<file path="src/rtl/cpu_trace_capture.sv">
// cpu_trace_capture: records a triggered window of executed instructions
// from the single-cycle CPU into a circular buffer. The buffer drains through
// a first-word fall-through valid/ready stream.
//
// Optional feature: define TRACE_TIMESTAMP_EN to store a 32-bit free-running
// cycle count with every entry and expose it on out_ts.
module cpu_trace_capture #(
    parameter int DEPTH_LOG2 = 4,
    parameter int WIDTH      = 32
) (
    input  logic                  clk_in,
    input  logic                  reset,
    input  logic [WIDTH-1:0]      pc,
    input  logic [WIDTH-1:0]      inst,
    input  logic                  arm,
    input  logic                  abort,
    input  logic [WIDTH-1:0]      trig_pc,
    output logic                  out_valid,
    input  logic                  out_ready,
    output logic [WIDTH-1:0]      out_pc,
    output logic [WIDTH-1:0]      out_inst,
`ifdef TRACE_TIMESTAMP_EN
    output logic [31:0]           out_ts,
`endif
    output logic [DEPTH_LOG2:0]   count,
    output logic [1:0]            state_o
);

    localparam int DEPTH = 1 << DEPTH_LOG2;
    // A one-entry buffer still needs a (constant-zero) pointer bit.
    localparam int PTR_W = (DEPTH_LOG2 > 0) ? DEPTH_LOG2 : 1;
    localparam int CNT_W = DEPTH_LOG2 + 1;

    localparam logic [PTR_W-1:0] PTR_LAST  = PTR_W'(DEPTH - 1);
    localparam logic [CNT_W-1:0] DEPTH_CNT = CNT_W'(DEPTH);

    typedef enum logic [1:0] {
        S_IDLE    = 2'b00,
        S_ARMED   = 2'b01,
        S_CAPTURE = 2'b10,
        S_DONE    = 2'b11
    } state_e;

    state_e           state_q, state_d;
    logic [PTR_W-1:0] rd_ptr_q, rd_ptr_d;
    logic [PTR_W-1:0] wr_ptr_q, wr_ptr_d;
    logic [CNT_W-1:0] count_q, count_d;
    logic [CNT_W-1:0] cap_cnt_q, cap_cnt_d;

    logic             wr_en;
    logic             flush;
    logic             pop;

    logic [WIDTH-1:0] pc_mem   [DEPTH];
    logic [WIDTH-1:0] inst_mem [DEPTH];

    // Circular increment; explicit wrap keeps the one-entry build correct.
    function automatic logic [PTR_W-1:0] next_ptr(input logic [PTR_W-1:0] p);
        return (p == PTR_LAST) ? '0 : p + PTR_W'(1);
    endfunction

    // FSM next state, capture counter and write enable; arm beats abort beats the FSM.
    always_comb begin
        // NOTE: every output of this block gets a default first so no path infers a latch.
        state_d   = state_q;
        cap_cnt_d = cap_cnt_q;
        wr_en     = 1'b0;
        flush     = 1'b0;

        if (arm) begin
            flush     = 1'b1;
            cap_cnt_d = '0;
            state_d   = S_ARMED;
        end else if (abort && (state_q != S_IDLE)) begin
            state_d = S_IDLE;
        end else begin
            unique case (state_q)
                S_ARMED: begin
                    if (pc == trig_pc) begin
                        wr_en     = 1'b1;
                        cap_cnt_d = CNT_W'(1);
                        state_d   = (cap_cnt_d == DEPTH_CNT) ? S_DONE : S_CAPTURE;
                    end
                end
                S_CAPTURE: begin
                    wr_en     = 1'b1;
                    cap_cnt_d = cap_cnt_q + CNT_W'(1);
                    if (cap_cnt_d == DEPTH_CNT) begin
                        state_d = S_DONE;
                    end
                end
                default: begin
                    // IDLE and DONE hold; the buffer keeps draining.
                end
            endcase
        end
    end

    // Pointer and occupancy update; a flush wins over any pop requested alongside it.
    always_comb begin
        pop      = out_valid && out_ready && !flush;
        rd_ptr_d = rd_ptr_q;
        wr_ptr_d = wr_ptr_q;
        count_d  = count_q;

        if (flush) begin
            rd_ptr_d = '0;
            wr_ptr_d = '0;
            count_d  = '0;
        end else begin
            if (pop) begin
                rd_ptr_d = next_ptr(rd_ptr_q);
            end
            if (wr_en) begin
                wr_ptr_d = next_ptr(wr_ptr_q);
            end
            unique case ({wr_en, pop})
                2'b10:   count_d = count_q + CNT_W'(1);
                2'b01:   count_d = count_q - CNT_W'(1);
                default: count_d = count_q;
            endcase
        end
    end

    // Control registers with synchronous active-low reset.
    always_ff @(posedge clk_in) begin
        // NOTE: sequential state uses non-blocking assignments so all registers update together.
        if (!reset) begin
            state_q   <= S_IDLE;
            rd_ptr_q  <= '0;
            wr_ptr_q  <= '0;
            count_q   <= '0;
            cap_cnt_q <= '0;
        end else begin
            state_q   <= state_d;
            rd_ptr_q  <= rd_ptr_d;
            wr_ptr_q  <= wr_ptr_d;
            count_q   <= count_d;
            cap_cnt_q <= cap_cnt_d;
        end
    end

    // Trace storage write port.
    always_ff @(posedge clk_in) begin
        // NOTE: the array is not reset; count gates visibility, so stale contents are never presented.
        if (reset && wr_en) begin
            pc_mem[wr_ptr_q]   <= pc;
            inst_mem[wr_ptr_q] <= inst;
        end
    end

`ifdef TRACE_TIMESTAMP_EN
    logic [31:0] ts_q;
    logic [31:0] ts_mem [DEPTH];

    // Free-running cycle counter; wraps naturally at 2**32.
    always_ff @(posedge clk_in) begin
        if (!reset) begin
            ts_q <= '0;
        end else begin
            ts_q <= ts_q + 32'd1;
        end
    end

    // Timestamp storage: the counter value at the write edge travels with the entry.
    always_ff @(posedge clk_in) begin
        if (reset && wr_en) begin
            ts_mem[wr_ptr_q] <= ts_q;
        end
    end

    assign out_ts = ts_mem[rd_ptr_q];
`endif

    assign out_valid = (count_q != '0);
    assign out_pc    = pc_mem[rd_ptr_q];
    assign out_inst  = inst_mem[rd_ptr_q];
    assign count     = count_q;
    assign state_o   = state_q;

endmodule

</file>
<file path="config.mk">
export PLATFORM = sky130hd
export DESIGN_NAME = cpu_trace_capture
export DESIGN_NICKNAME = d
export VERILOG_FILES = /design/src/rtl/cpu_trace_capture.sv
export SDC_FILE = /design/constraint.sdc
export NUM_CORES = 1
export LEC_CHECK = 0
export CAP_MARGIN = 20
export CORE_ASPECT_RATIO = 1.2
export CORE_UTILIZATION = 33
export CTS_CLUSTER_SIZE = 10
export DETAILED_ROUTE_END_ITERATION = 8
export PLACE_DENSITY = 0.6
export SYNTH_ARGS = -nofsm -noshare
export SYNTH_HDL_FRONTEND = slang
export SYNTH_SLANG_ARGS = --single-unit
</file>
<file path="constraint.sdc">
create_clock -name clk_in -period 9.8 [get_ports clk_in]
set_input_delay 0.98 -clock clk_in [delete_from_list [all_inputs] [get_ports clk_in]]
set_output_delay 0.98 -clock clk_in [all_outputs]
set_load 0.01 [all_outputs]
</file>
== Yosys cells after proc, flatten, opt, wreduce, memory -nomap -nowiden ==
Memories as Yosys holds them, arrays and structs flattened. A register that Yosys moved wholly into a read port is not among the register bits.
Cells that the tools add are included.

* Add/subtract/negate cells: 5
* Equal/unequal tests: 12
* Multiplexer cells: 21
* Bitwise gates (word level): 2
* Reduce and logical (&&, ||, !) cells: 16

{| class="wikitable"
|+ Operator list
! operator !! number
|-
| equality test 32 bit || 1
|-
| 2-to-1 mux 4 bit || 6
|-
| one-hot mux 5 bit (2 select lines) || 2
|-
| adder 5 x 1 -> 5 bit, second input constant || 2
|-
| AND reduction 3 bit || 3
|-
| adder 4 x 1 -> 4 bit, second input constant || 2
|-
| equality test 4 bit, second input constant || 2
|-
| 2-to-1 mux 1 bit || 8
|-
| != test 4 bit, second input constant || 2
|-
| nonzero test 2 bit || 3
|-
| equality test 5 bit, second input constant || 1
|-
| 2-to-1 mux 5 bit || 1
|-
| nonzero test 5 bit || 1
|-
| subtractor 5 x 1 -> 5 bit, second input constant || 1
|-
| equality test 2 x 1 -> 1 bit, second input constant || 2
|-
| equality test 2 bit, second input constant || 2
|-
| logical AND 1 bit || 4
|-
| 2-to-1 mux 2 bit || 2
|-
| != test 2 bit, second input constant || 2
|-
| one-hot mux 2 bit (2 select lines) || 1
|-
| nonzero test 4 bit || 1
|-
| OR reduction 2 bit || 2
|-
| OR reduction 3 bit || 1
|-
| inverter 1 bit || 2
|-
| other kinds (2) || 2
|}

* Register bits after elaboration: 20
* Memory bits (writable): 1024
* Word-level logic and storage cells: 64
* Memories kept: 2

{| class="wikitable"
|+ Memories
! name !! words !! bits a word !! read ports !! clocked after Yosys merged registers in !! wr ports !! line !! text
|-
| inst_mem || 16 || 32 || 1 || 1 || 1 || 55 || <nowiki>logic [WIDTH-1:0] inst_mem [DEPTH];</nowiki>
|-
| pc_mem || 16 || 32 || 1 || 1 || 1 || 54 || <nowiki>logic [WIDTH-1:0] pc_mem [DEPTH];</nowiki>
|}

== Longest topological paths before layout ==
Gate-level depths: netlist (run 1).

* Depth after elaboration: 8
* Mapped depth: 16
* Depth with buffers taken out: 15

== Least setup slack after synthesis (run 1) ==
No wires, ideal clock.

* Path type: input to register
* Start point: input trig_pc[22]
* End point: memory inst_mem[0][0] (enable)
* Setup time: 0.644 ns
* Data arrival time: 8.113 ns
* Data required time: 9.156 ns
* Setup slack: 1.044 ns
* Stages: 6
* Buffers on the path: 0
* Path through: xor2_1 -> nor4_1 -> nand4_1 -> nor3_2 -> o21ai_4 -> nor4_1

* Word-level cells in the longest chain between the ends: 8

{| class="wikitable"
|+ RTL lines
! element !! line !! text
|-
| from (decl) || 17 || <nowiki>input logic [WIDTH-1:0] trig_pc,</nowiki>
|-
| equality test 32 bit || 79 || <nowiki>if (pc == trig_pc) begin</nowiki>
|-
| 2-to-1 mux 1 bit || 79 ||
|-
| one-hot mux 1 bit (2 select lines) || 77 || <nowiki>unique case (state_q)</nowiki>
|-
| 2-to-1 mux 1 bit || 74 || <nowiki>end else if (abort && (state_q != S_IDLE)) begin</nowiki>
|-
| 2-to-1 mux 1 bit || 70 || <nowiki>if (arm) begin</nowiki>
|-
| logical AND 1 bit || 146 || <nowiki>if (reset && wr_en) begin</nowiki>
|-
| 2-to-1 mux 1 bit || 146 ||
|-
| 2-to-1 mux 1 bit (implied by the code) || 148 || <nowiki>inst_mem[wr_ptr_q] <= inst;</nowiki>
|-
| to (decl) || 55 ||
|}

Every way passes these cells.

==> results of run 1 <==
[cells by family after synthesis]
| family | Yosys count | share of synthesized area (%) |
|---|---|---|
| AO/OA/AOI/OAI | 38 | 0.6225 |
| XOR/XNOR | 36 | 0.7843 |
| buffers and inverters | 90 | 1.192 |
| flip-flops | 1048 | 77.68 |
| adder cells (fa/ha/maj) | 14 | 0.4544 |
| multiplexers | 327 | 18.10 |
| AND/OR/NAND/NOR | 90 | 1.164 |
[cells in the final DEF, fill, tap and decap left out, types with 5 or more instances in the layout]
cell type / count
dfxtp_1: 20
ha_1: 13
clkbuf_16: 119
nand2b_1: 5
clkdlybuf4s50_1: 172
mux4_2: 320
xor2_1: 35
o21ai_0: 6
nor4_1: 9
nor3_2: 12
edfxtp_1: 1024
a21oi_1: 11
inv_1: 11
clkbuf_1: 14
nand3_1: 5
mux2i_1: 7
nor2_1: 13
nand2_1: 21
nor3_1: 5
buf_4: 38
[worst max-delay path by stage]
| stage | slack [ns] | cells after the start | to | from |
|---|---|---|---|---|
| 6_report | 4.70 | 5 | out_pc[22] | flop |
| 2_1_floorplan | 1.04 | 6 | inst_mem[0][0]$_DFFE_PP_ | trig_pc[22] |
| 3_3_place_gp | 4.38 | 14 | count[4]$_SDFFE_PP0P_ | pc[20] |
| 3_5_place_dp | 4.27 | 14 | count[4]$_SDFFE_PP0P_ | pc[20] |
| 4_1_cts | 4.55 | 4 | out_pc[22] | flop |
| 5_1_grt | 4.42 | 4 | out_inst[27] | flop |
[state kept, by name (all words and copies together), names as in the netlist, named ones only]
register and flops:
inst_mem 512, pc_mem 512, cap_cnt_q 5, count 5, rd_ptr_q 4, wr_ptr_q 4
state_o 2
[final cells by class]
cell class              instances  area, µm²  share of cell area, %
flip-flops and latches       1048      31250                  66.29
multi-input cells             505       8579                  18.20
clock buffers                 133       3030                  6.430
repair buffers                213       2074                  4.401
well taps                    1621       2028                  4.303
clock inverters                 9      131.4                 0.2787
inverters                      11      41.29                0.08760
diodes                          1      2.502               0.005309
[through the flow]
stage               power (mW)  hold WS (ns)  setup WS [ns]  area (µm²)  utilization, %
floorplan                5.094        0.4724          1.044       40200               -
global route             9.196        0.5609          4.425       47130           39.22
CTS                      9.026        0.5388          4.551       47130           39.22
detailed placement       5.240        0.5295          4.274       43970           36.59
global placement         5.227        0.4812          4.379       43940           36.56
finish                   8.924        0.5371          4.695       47130           39.22
[worst max-delay path: stages, from the launching register on]
cell             delay, ns
dfxtp_4               0.57
buf_16                0.29
buf_4                 0.87
mux4_2                0.43
mux4_2                0.59
clkdlybuf4s50_1       0.54
[where the power goes]
part	internal [mW]	total (mW)	switching (mW)	leakage [nW]
Combinational	0.0760	0.217	0.141	2.99
Sequential	4.93	4.93	0.00543	9.40
Clock	2.17	3.78	1.60	1.55
[routing by layer]
| metal | vias up | part of all wire [%] | GRT usage, % |
|---|---|---|---|
| li1 | 7540 | - | - |
| met1 | 9773 | 41 | 19.45 |
| met2 | 536 | 52 | 26.25 |
| met3 | 130 | 5.3 | 2.622 |
| met4 | 2 | 2.0 | 3.987 |
| met5 | - | 0.011 | 0 |
==> flow_metrics.env, run 1 <==
export IMPL_status="finished clean"
export IMPL_reg2reg_to="count[4]$_SDFFE_PP0P_"
export IMPL_dr_pass1_iters=5
export IMPL_rsz0062_at_grt="false"
export IMPL_final_hold_viol_count=0
export IMPL_yosysTopAreaCellShare_pct=76.49
export IMPL_clockRootBuffer="clkbuf_16"
export IMPL_rows=139
export IMPL_relSlewSlack_pct=28.89
export IMPL_r2r_start="state_o[0]$_SDFFE_PN0P_"
export IMPL_syn_cell_area_um2=40200
export IMPL_grt_util_all_layers_pct=15.09
export IMPL_ff2ff_path_depth=12
export IMPL_ys_flop_type="edfxtp_1"
export IMPL_fillers=10540
export IMPL_synth_most_common_cell="edfxtp_1"
export IMPL_wl_mm=92.00
export IMPL_setup_violations=0
export IMPL_area_growth_syn_to_layout_pct=17.24
export IMPL_critPathLaunchType="flop"
export IMPL_nNetsFinal=2010
export IMPL_die_area_um2=123200
export IMPL_drv_slew=0
export IMPL_core_area_um2=120200
export IMPL_via_per_inst=5.078
export IMPL_cp_arrival_ns=4.12
export IMPL_fin_tns_setup_ns=0
export IMPL_ir_drop_mv=0.1378
export IMPL_r2r_setup_slack_ns=6.33
export IMPL_boundaryPins=173
export IMPL_routabilityCongestion=0.7350
export IMPL_max_cap_viol_count=0
export IMPL_yosysSeqAreaShare_pct=77.68
export IMPL_clockBufferDepth=3
export IMPL_async_flop_share_pct=0
export IMPL_fin_crit_sh_pct=52.09
export IMPL_syn_instance_count=1643
export IMPL_synth_top_area_cell="edfxtp_1"
export IMPL_cts_buffers_inserted=116
export IMPL_grt_pass1_wl_mm=135.3
export IMPL_clock_latency_ns=0.72
export IMPL_cts_setup_buffers=0
export IMPL_final_cell_count_no_fill=3541
export IMPL_clock_fmax_mhz=195.9
export IMPL_grt_pass1_vias=19460
export IMPL_hp_start="rd_ptr_q[3]$_SDFFE_PP0P_"
export IMPL_path_clk_slew_ns=0.05
export IMPL_crit_fanout=69
export IMPL_fin_crit_ns=5.105
export IMPL_syn_avg_cell_area_um2=24.47
export IMPL_yosysWarnings=0
export IMPL_layout_drive_gt1_share_pct=26.68
export IMPL_antenna_left=0
export IMPL_cts_tree="done"
export IMPL_leakage_nw=13.94
export IMPL_chipWidth_um=320.6
export IMPL_worstPathRequired_ns=8.82
export IMPL_dp_hpwl_mm=51.91
export IMPL_io_buffers=172
export IMPL_vias=17980
export IMPL_yosys_register_bits=1048
export IMPL_drt_iter0_markers=1672
export IMPL_overflow=0
export IMPL_antenna_found_initial=4
export IMPL_worstMarginPinSlew_ns=1.067
export IMPL_numClockSinks=1048
export IMPL_end_kind="primary output"
export IMPL_synth_edff_count=1024
export IMPL_synthTopCellsByArea="edfxtp_1 76%, mux4_2 18%, dfxtp_1 1.2%, xor2_1 0.76%, ha_1 0.40%"
export IMPL_post_synth_num_cell_types=46
export IMPL_critical_path_class="flop to primary output"
export IMPL_htreeDepth=3
export IMPL_hold_path_cell_count=2
export IMPL_synthesis_nets=1758
export IMPL_routedWlPerCell_um=25.98
export IMPL_grt_max_degree=104
export IMPL_fp_dieH_um=384.4
export IMPL_dp_cells=3398
export IMPL_drc=0
export IMPL_ctsResizeCount=0
export IMPL_synth_commonest_cells="1,024 x edfxtp_1, 320 x mux4_2, 38 x clkbuf_1, 35 x xor2_1, 24 x dfxtp_1"
export IMPL_power_density_nw_per_um2=189.3
export IMPL_fin_skew_ns=0.08003
export IMPL_hold_class="flop to flop"
export IMPL_ctsHoldBuffers=0
export IMPL_start_util_pct=33.45
Note: power is estimated with default switching activity, not from simulation.
==> inputs of run 2 (changes only) <==
==> constraint.sdc (replaced) <==
create_clock -name clk_in -period 5.2 [get_ports clk_in]
set_input_delay 0.52 -clock clk_in [delete_from_list [all_inputs] [get_ports clk_in]]
set_output_delay 0.52 -clock clk_in [all_outputs]
set_load 0.01 [all_outputs]
==> run 2 against run 1 <==
Against the previous run:
- die area unchanged
- combinational power increased by 94%
- global-route usage increased by 0.19 points
==> flow_metrics.env, run 2 (same netlist as run 1, synthesis figures left out) <==
export IMPL_routedWlPerCell_um=25.98
export IMPL_power_density_nw_per_um2=352.3
export IMPL_die_area_um2=123200
export IMPL_layout_common_cells="1,024 x edfxtp_1, 320 x mux4_2, 172 x clkdlybuf4s50_1"
export IMPL_critPathLaunchType="primary input"
export IMPL_rsz0062_at_grt="false"
export IMPL_htreeDepth=3
export IMPL_vias=18160
export IMPL_leakage_nw=14.12
export IMPL_boundaryPins=173
export IMPL_numClockSinks=1048
export IMPL_overflow=0
export IMPL_fin_tns_setup_ns=0
export IMPL_drv_slew=0
export IMPL_seqCellArea_um2=31250
export IMPL_cts_buffers_inserted=116
export IMPL_crit_fanout=17
export IMPL_routabilityCongestion=0.7664
export IMPL_start_util_pct=33.45
export IMPL_fp_dieH_um=384.4
export IMPL_core_area_um2=120200
export IMPL_multi_input_area_um2=8615
export IMPL_end_kind="flop"
export IMPL_final_cell_count_no_fill=3568
export IMPL_ctsHoldBuffers=0
export IMPL_hold_class="flop to flop"
export IMPL_setup_violations=0
export IMPL_clockBufferDepth=3
export IMPL_critical_path_class="primary input to flop"
export IMPL_wl_mm=92.71
export IMPL_fin_crit_ns=4.309
export IMPL_rows=139
export IMPL_nNetsFinal=2034
export IMPL_highest_layer="met5"
export IMPL_fillers=10380
export IMPL_ctsResizeCount=0
export IMPL_final_hold_viol_count=0
export IMPL_grt_pass1_wl_mm=136.8
export IMPL_grt_pass1_vias=19660
export IMPL_via_per_inst=5.089
export IMPL_dp_cells=3422
export IMPL_path_clk_slew_ns=0.06
export IMPL_ir_drop_mv=0.2729
export IMPL_top_regs="inst_mem x512, pc_mem x512"
export IMPL_dr_pass1_iters=5
export IMPL_grt_util_all_layers_pct=15.28
export IMPL_area_growth_syn_to_layout_pct=18.58
export IMPL_clockRootBuffer="clkbuf_16"
export IMPL_worstPathRequired_ns=5.79
export IMPL_clock_latency_ns=0.73
export IMPL_fin_crit_sh_pct=82.87
export IMPL_chipWidth_um=320.6
export IMPL_met3_length_mm=5.080
export IMPL_max_cap_viol_count=0
export IMPL_layout_commonest_cell="edfxtp_1"
export IMPL_wl_met1_mm=39.80
export IMPL_grt_max_degree=74
export IMPL_worstMarginPinSlew_ns=0.9257
export IMPL_cts_tree="done"
export IMPL_wl_met2_mm=46.15
export IMPL_layout_drive_gt1_share_pct=27.65
export IMPL_status="finished clean"
export IMPL_drt_iter0_markers=1342
export IMPL_io_buffers=172
export IMPL_drc=0
export IMPL_antenna_left=0
export IMPL_cts_setup_buffers=0
export IMPL_relSlewSlack_pct=37.71
export IMPL_cp_arrival_ns=4.90
export IMPL_dp_hpwl_mm=53.62
export IMPL_antenna_found_initial=3
export IMPL_clock_fmax_mhz=232.1
export IMPL_fin_skew_ns=0.05549
[run 2: changes by cell type in the layout (fill, tap and decap cells not counted), sizes merged]
cell / previous run / this run
clkbuf: 133 / 134
buf: 41 / 65
clkinv: 4 / 6
[run 2: final cells by class]
| class | instances | area share [%] |
|---|---|---|
| diodes | 1 | 0.005249 |
| clock buffers | 134 | 6.296 |
| clock inverters | 11 | 0.3044 |
| inverters | 11 | 0.08661 |
| multi-input cells | 505 | 18.07 |
| flip-flops and latches | 1048 | 65.54 |
| well taps | 1621 | 4.254 |
| repair buffers | 237 | 5.443 |
[run 2: report_power, final]
part,internal (mW),leakage (nW),switching (mW),total [mW]
clock network,4.05,1.54,3.03,7.08
logic,0.154,3.18,0.267,0.421
registers,9.28,9.40,0.0105,9.29
total,13.5,14.1,3.31,16.8
[run 2: per-stage QoR]
step                worst slack [ns]  utilization [%]  total power [mW]  instance area [µm²]  hold slack [ns]
CTS                           0.7166            39.67             16.98                47670           0.5236
global route                  0.6443            39.67             17.29                47670           0.5622
global placement             -0.1942            37.04             9.865                44520           0.4878
detailed placement          -0.06060            37.05             9.889                44520           0.5159
finish                        0.8908            39.67             16.80                47670           0.5190
floorplan                     -1.444                -             9.599                40230           0.4724
[run 2: critical path, cell delays in order]
cell	delay, ns
clkdlybuf4s50_1	0.45
buf_4	0.20
xor2_1	0.29
nor4_1	0.88
nand4_1	0.39
nor3_2	0.47
o21ai_4	0.08
ha_1	0.27
ha_1	0.34
nor2b_1	0.19
o21ai_0	0.13
and3_1	0.21
nor3_1	0.24
xnor2_1	0.16
nor2_1	0.05
[run 2: path summary, 6_finish.rpt]
kind / startpoint / cells after the start / slack [ns] / to
max: pc[28] / 15 / 0.89 / count[4]$_SDFFE_PP0P_
min: wr_ptr_q[1]$_SDFFE_PP0P_ / 2 / 0.52 / wr_ptr_q[1]$_SDFFE_PP0P_
max reg2reg: state_o[0]$_SDFFE_PN0P_ / 15 / 2.14 / count[4]$_SDFFE_PP0P_
min reg2reg: wr_ptr_q[1]$_SDFFE_PP0P_ / 2 / 0.52 / wr_ptr_q[1]$_SDFFE_PP0P_
[run 2: routing by layer]
layer | track usage [%] | vias up
met5 | 0 | -
met4 | 4.164 | 4
met3 | 2.838 | 117
met2 | 25.30 | 506
met1 | 20.66 | 9935
li1 | - | 7595
==> inputs of run 3 (changes only) <==
--- a/config.mk
+++ b/config.mk
@@ -10,7 +10,7 @@
 export CORE_UTILIZATION = 33
 export CTS_CLUSTER_SIZE = 10
 export DETAILED_ROUTE_END_ITERATION = 8
-export PLACE_DENSITY = 0.6
+export PLACE_DENSITY = 0.61
 export SYNTH_ARGS = -nofsm -noshare
 export SYNTH_HDL_FRONTEND = slang
 export SYNTH_SLANG_ARGS = --single-unit
==> constraint.sdc (replaced) <==
create_clock -name clk_in -period 3.7 [get_ports clk_in]
set_input_delay 0.37 -clock clk_in [delete_from_list [all_inputs] [get_ports clk_in]]
set_output_delay 0.37 -clock clk_in [all_outputs]
set_load 0.01 [all_outputs]
==> run 3 against run 2 <==
Against the previous run:
- clock skew is 0.013 ns higher
- clock power grew 43%
- largest cell class unchanged
- first-iteration DRC count rose by 29%
- highest routed layer unchanged
- largest power group unchanged
- critical path type is now flop to primary output
==> flow_metrics.env, run 3 (same netlist as run 1, synthesis figures left out) <==
export IMPL_worstMarginPinSlew_ns=0.8733
export IMPL_multi_input_area_um2=8696
export IMPL_r2r_start="state_o[0]$_SDFFE_PN0P_"
export IMPL_p_seq_share_pct=54.8
export IMPL_fillers=10280
export IMPL_pwr_share_comb_pct=2.8
export IMPL_max_cap_viol_count=0
export IMPL_status="finished clean"
export IMPL_core_area_um2=120200
export IMPL_intPower_mw=19.03
export IMPL_setup_slack_ns=0.09896
export IMPL_path_clk_slew_ns=0.06
export IMPL_routedWlPerCell_um=26.59
export IMPL_relSlewSlack_pct=41.58
export IMPL_fin_skew_ns=0.06809
export IMPL_ctsHoldBuffers=0
export IMPL_end_kind="primary output"
export IMPL_worst_path_buf_inv=4
export IMPL_clockBufferDepth=3
export IMPL_fin_util_pct=41.69
export IMPL_dr_pass1_iters=5
export IMPL_cpLargestDelayFamily="multiplexers"
export IMPL_ir_drop_mv=0.4014
export IMPL_wl_mm=99.73
export IMPL_fin_crit_ns=3.601
export IMPL_clockPowerShare_pct=42.5
export IMPL_switching_share_pct=20.17
export IMPL_routabilityCongestion=0.7625
export IMPL_whs_endpoint="pc_mem[0][20]$_DFFE_PP_"
export IMPL_power_density_nw_per_um2=475.8
export IMPL_area_growth_syn_to_layout_pct=24.64
export IMPL_cp_arrival_ns=3.23
export IMPL_layout_common_cells="1,024 x edfxtp_1, 320 x mux4_2, 158 x buf_4"
export IMPL_grt_pass1_wl_mm=144.5
export IMPL_fp_dieH_um=384.4
export IMPL_nNetsFinal=2221
export IMPL_overflow=0
export IMPL_final_hold_viol_count=0
export IMPL_r2r_setup_slack_ns=0.77
export IMPL_grt_pass1_vias=20550
export IMPL_drv_slew=0
export IMPL_layout_drive_gt1_share_pct=34.07
export IMPL_chipWidth_um=320.6
export IMPL_start_util_pct=33.45
export IMPL_numClockSinks=1048
export IMPL_leakage_nw=15.61
export IMPL_via_per_inst=5.073
export IMPL_hp_start="pc[20]"
export IMPL_slowest_stage="mux4_2"
export IMPL_seqCellArea_um2=31250
export IMPL_top_regs="inst_mem x512, pc_mem x512"
export IMPL_setup_violations=0
export IMPL_die_area_um2=123200
export IMPL_clock_latency_ns=0.74
export IMPL_io_buffers=172
export IMPL_hold_class="primary input to flop"
export IMPL_drc=0
export IMPL_boundaryPins=173
export IMPL_cts_buffers_inserted=116
export IMPL_ff2ff_path_depth=15
export IMPL_layout_commonest_cell="edfxtp_1"
export IMPL_rsz0062_at_grt="true"
export IMPL_grt_max_degree=44
export IMPL_vias=19020
export IMPL_antenna_left=0
export IMPL_crit_chain="buf_12 -> buf_16 -> buf_12 -> mux4_2 -> mux4_2 -> clkdlybuf4s50_1"
export IMPL_htreeDepth=3
export IMPL_cts_tree="done"
export IMPL_rows=139
export IMPL_hold_path_cell_count=1
export IMPL_fin_crit_sh_pct=97.33
export IMPL_place_ws_ns=-0.7349
export IMPL_dp_hpwl_mm=61.99
export IMPL_reg2reg_to="count[4]$_SDFFE_PP0P_"
export IMPL_drt_iter0_markers=1731
export IMPL_clock_fmax_mhz=277.7
export IMPL_critical_path_class="flop to primary output"
export IMPL_p_sw_mw=4.808
export IMPL_cpPeakStageDelay_ns=0.54
export IMPL_worstPathRequired_ns=3.33
export IMPL_clockRootBuffer="clkbuf_16"
export IMPL_crit_fanout=16
export IMPL_grt_util_all_layers_pct=16.33
export IMPL_critPathLaunchType="flop"
export IMPL_antenna_found_initial=9
run 3: cell types whose count changed in the layout (fill, tap and decap cells not counted), moves of 3 or more:
cell	previous run	this run
dlygate4sd2_1	0	11
buf_16	0	11
clkbuf_1	16	12
nor3_4	1	13
buf_12	31	81
clkinv_16	2	5
inv_6	4	0
clkdlybuf4s50_1	172	152
nor3_2	12	0
dlymetal6s2s_1	0	9
buf_4	33	158
run 3: how the worst max path moves through the flow:
stage,end,start,depth (start not counted)
finish,out_pc[23],flop,6
global route,out_pc[23],flop,6
CTS,out_pc[23],flop,6
detailed placement,count[4]$_SDFFE_PP0P_,pc[3],15
global placement,count[4]$_SDFFE_PP0P_,pc[3],15
floorplan,inst_mem[7][0]$_DFFE_PP_,trig_pc[22],7
run 3: power groups by stage:
stage / sequential [mW] / clock, mW / combinational [mW]
after floorplan: 13.3 / 0 / 0.189
after global placement: 13.3 / 0 / 0.634
after detailed placement: 13.3 / 0 / 0.666
after CTS: 13.1 / 10.4 / 0.669
after global routing: 13.1 / 10.8 / 0.714
final: 13.1 / 10.1 / 0.660
run 3: layer usage:
layer	share of wire, %	wire length (µm)	GRT usage (%)	up-vias
li1	-	-	-	7990
met1	40	40240	20.98	10260
met2	51	50850	27.59	615
met3	6.1	6110	3.565	142
met4	2.5	2451	5.077	14
met5	0.080	80	0	-
run 3: worst register-to-register path: stages, from the launching register on:
cell	delay, ns
dfxtp_1	0.39
inv_1	0.12
ha_1	0.21
nand2b_1	0.18
nand2_1	0.16
nor2_2	0.09
o21ai_4	0.09
ha_1	0.21
inv_1	0.09
fa_1	0.38
nor2b_1	0.16
o21ai_0	0.12
and3_1	0.19
nor3_1	0.19
xnor2_1	0.16
nor2_1	0.05
run 3: layout make-up:
cell class | instances | share of cell area, %
sequential | 1048 | 62.36
tap | 1621 | 4.048
inverter | 11 | 0.08240
timing repair buffer | 424 | 9.734
clock inverter | 10 | 0.4370
antenna | 1 | 0.004994
clock buffer | 130 | 5.983
multi-input combinational | 505 | 17.35
run 3: metrics by stage:
step | hold WS, ns | area (µm²) | cells | setup TNS, ns | power, mW
detailed placement | 0.5092 | 46550 | 3593 | -496.87 | 13.96
global placement | 0.4954 | 46550 | 3593 | -478.50 | 13.93
CTS | 0.2113 | 49990 | 3741 | -0.05987 | 24.11
global route | 0.2443 | 50100 | 3749 | -0.008036 | 24.55
finish | 0.2698 | 50110 | 3750 | 0 | 23.84
floorplan | 0.4689 | 40320 | 1643 | -719.59 | 13.49
run 3: what timing repair did:
| item | CTS | global route |
|---|---|---|
| endpoints found under the setup margin | 57 | 13 |
| setup buffers | 4 | 7 |
| cloned | 4 | 1 |
| resized for setup | 25 | 11 |
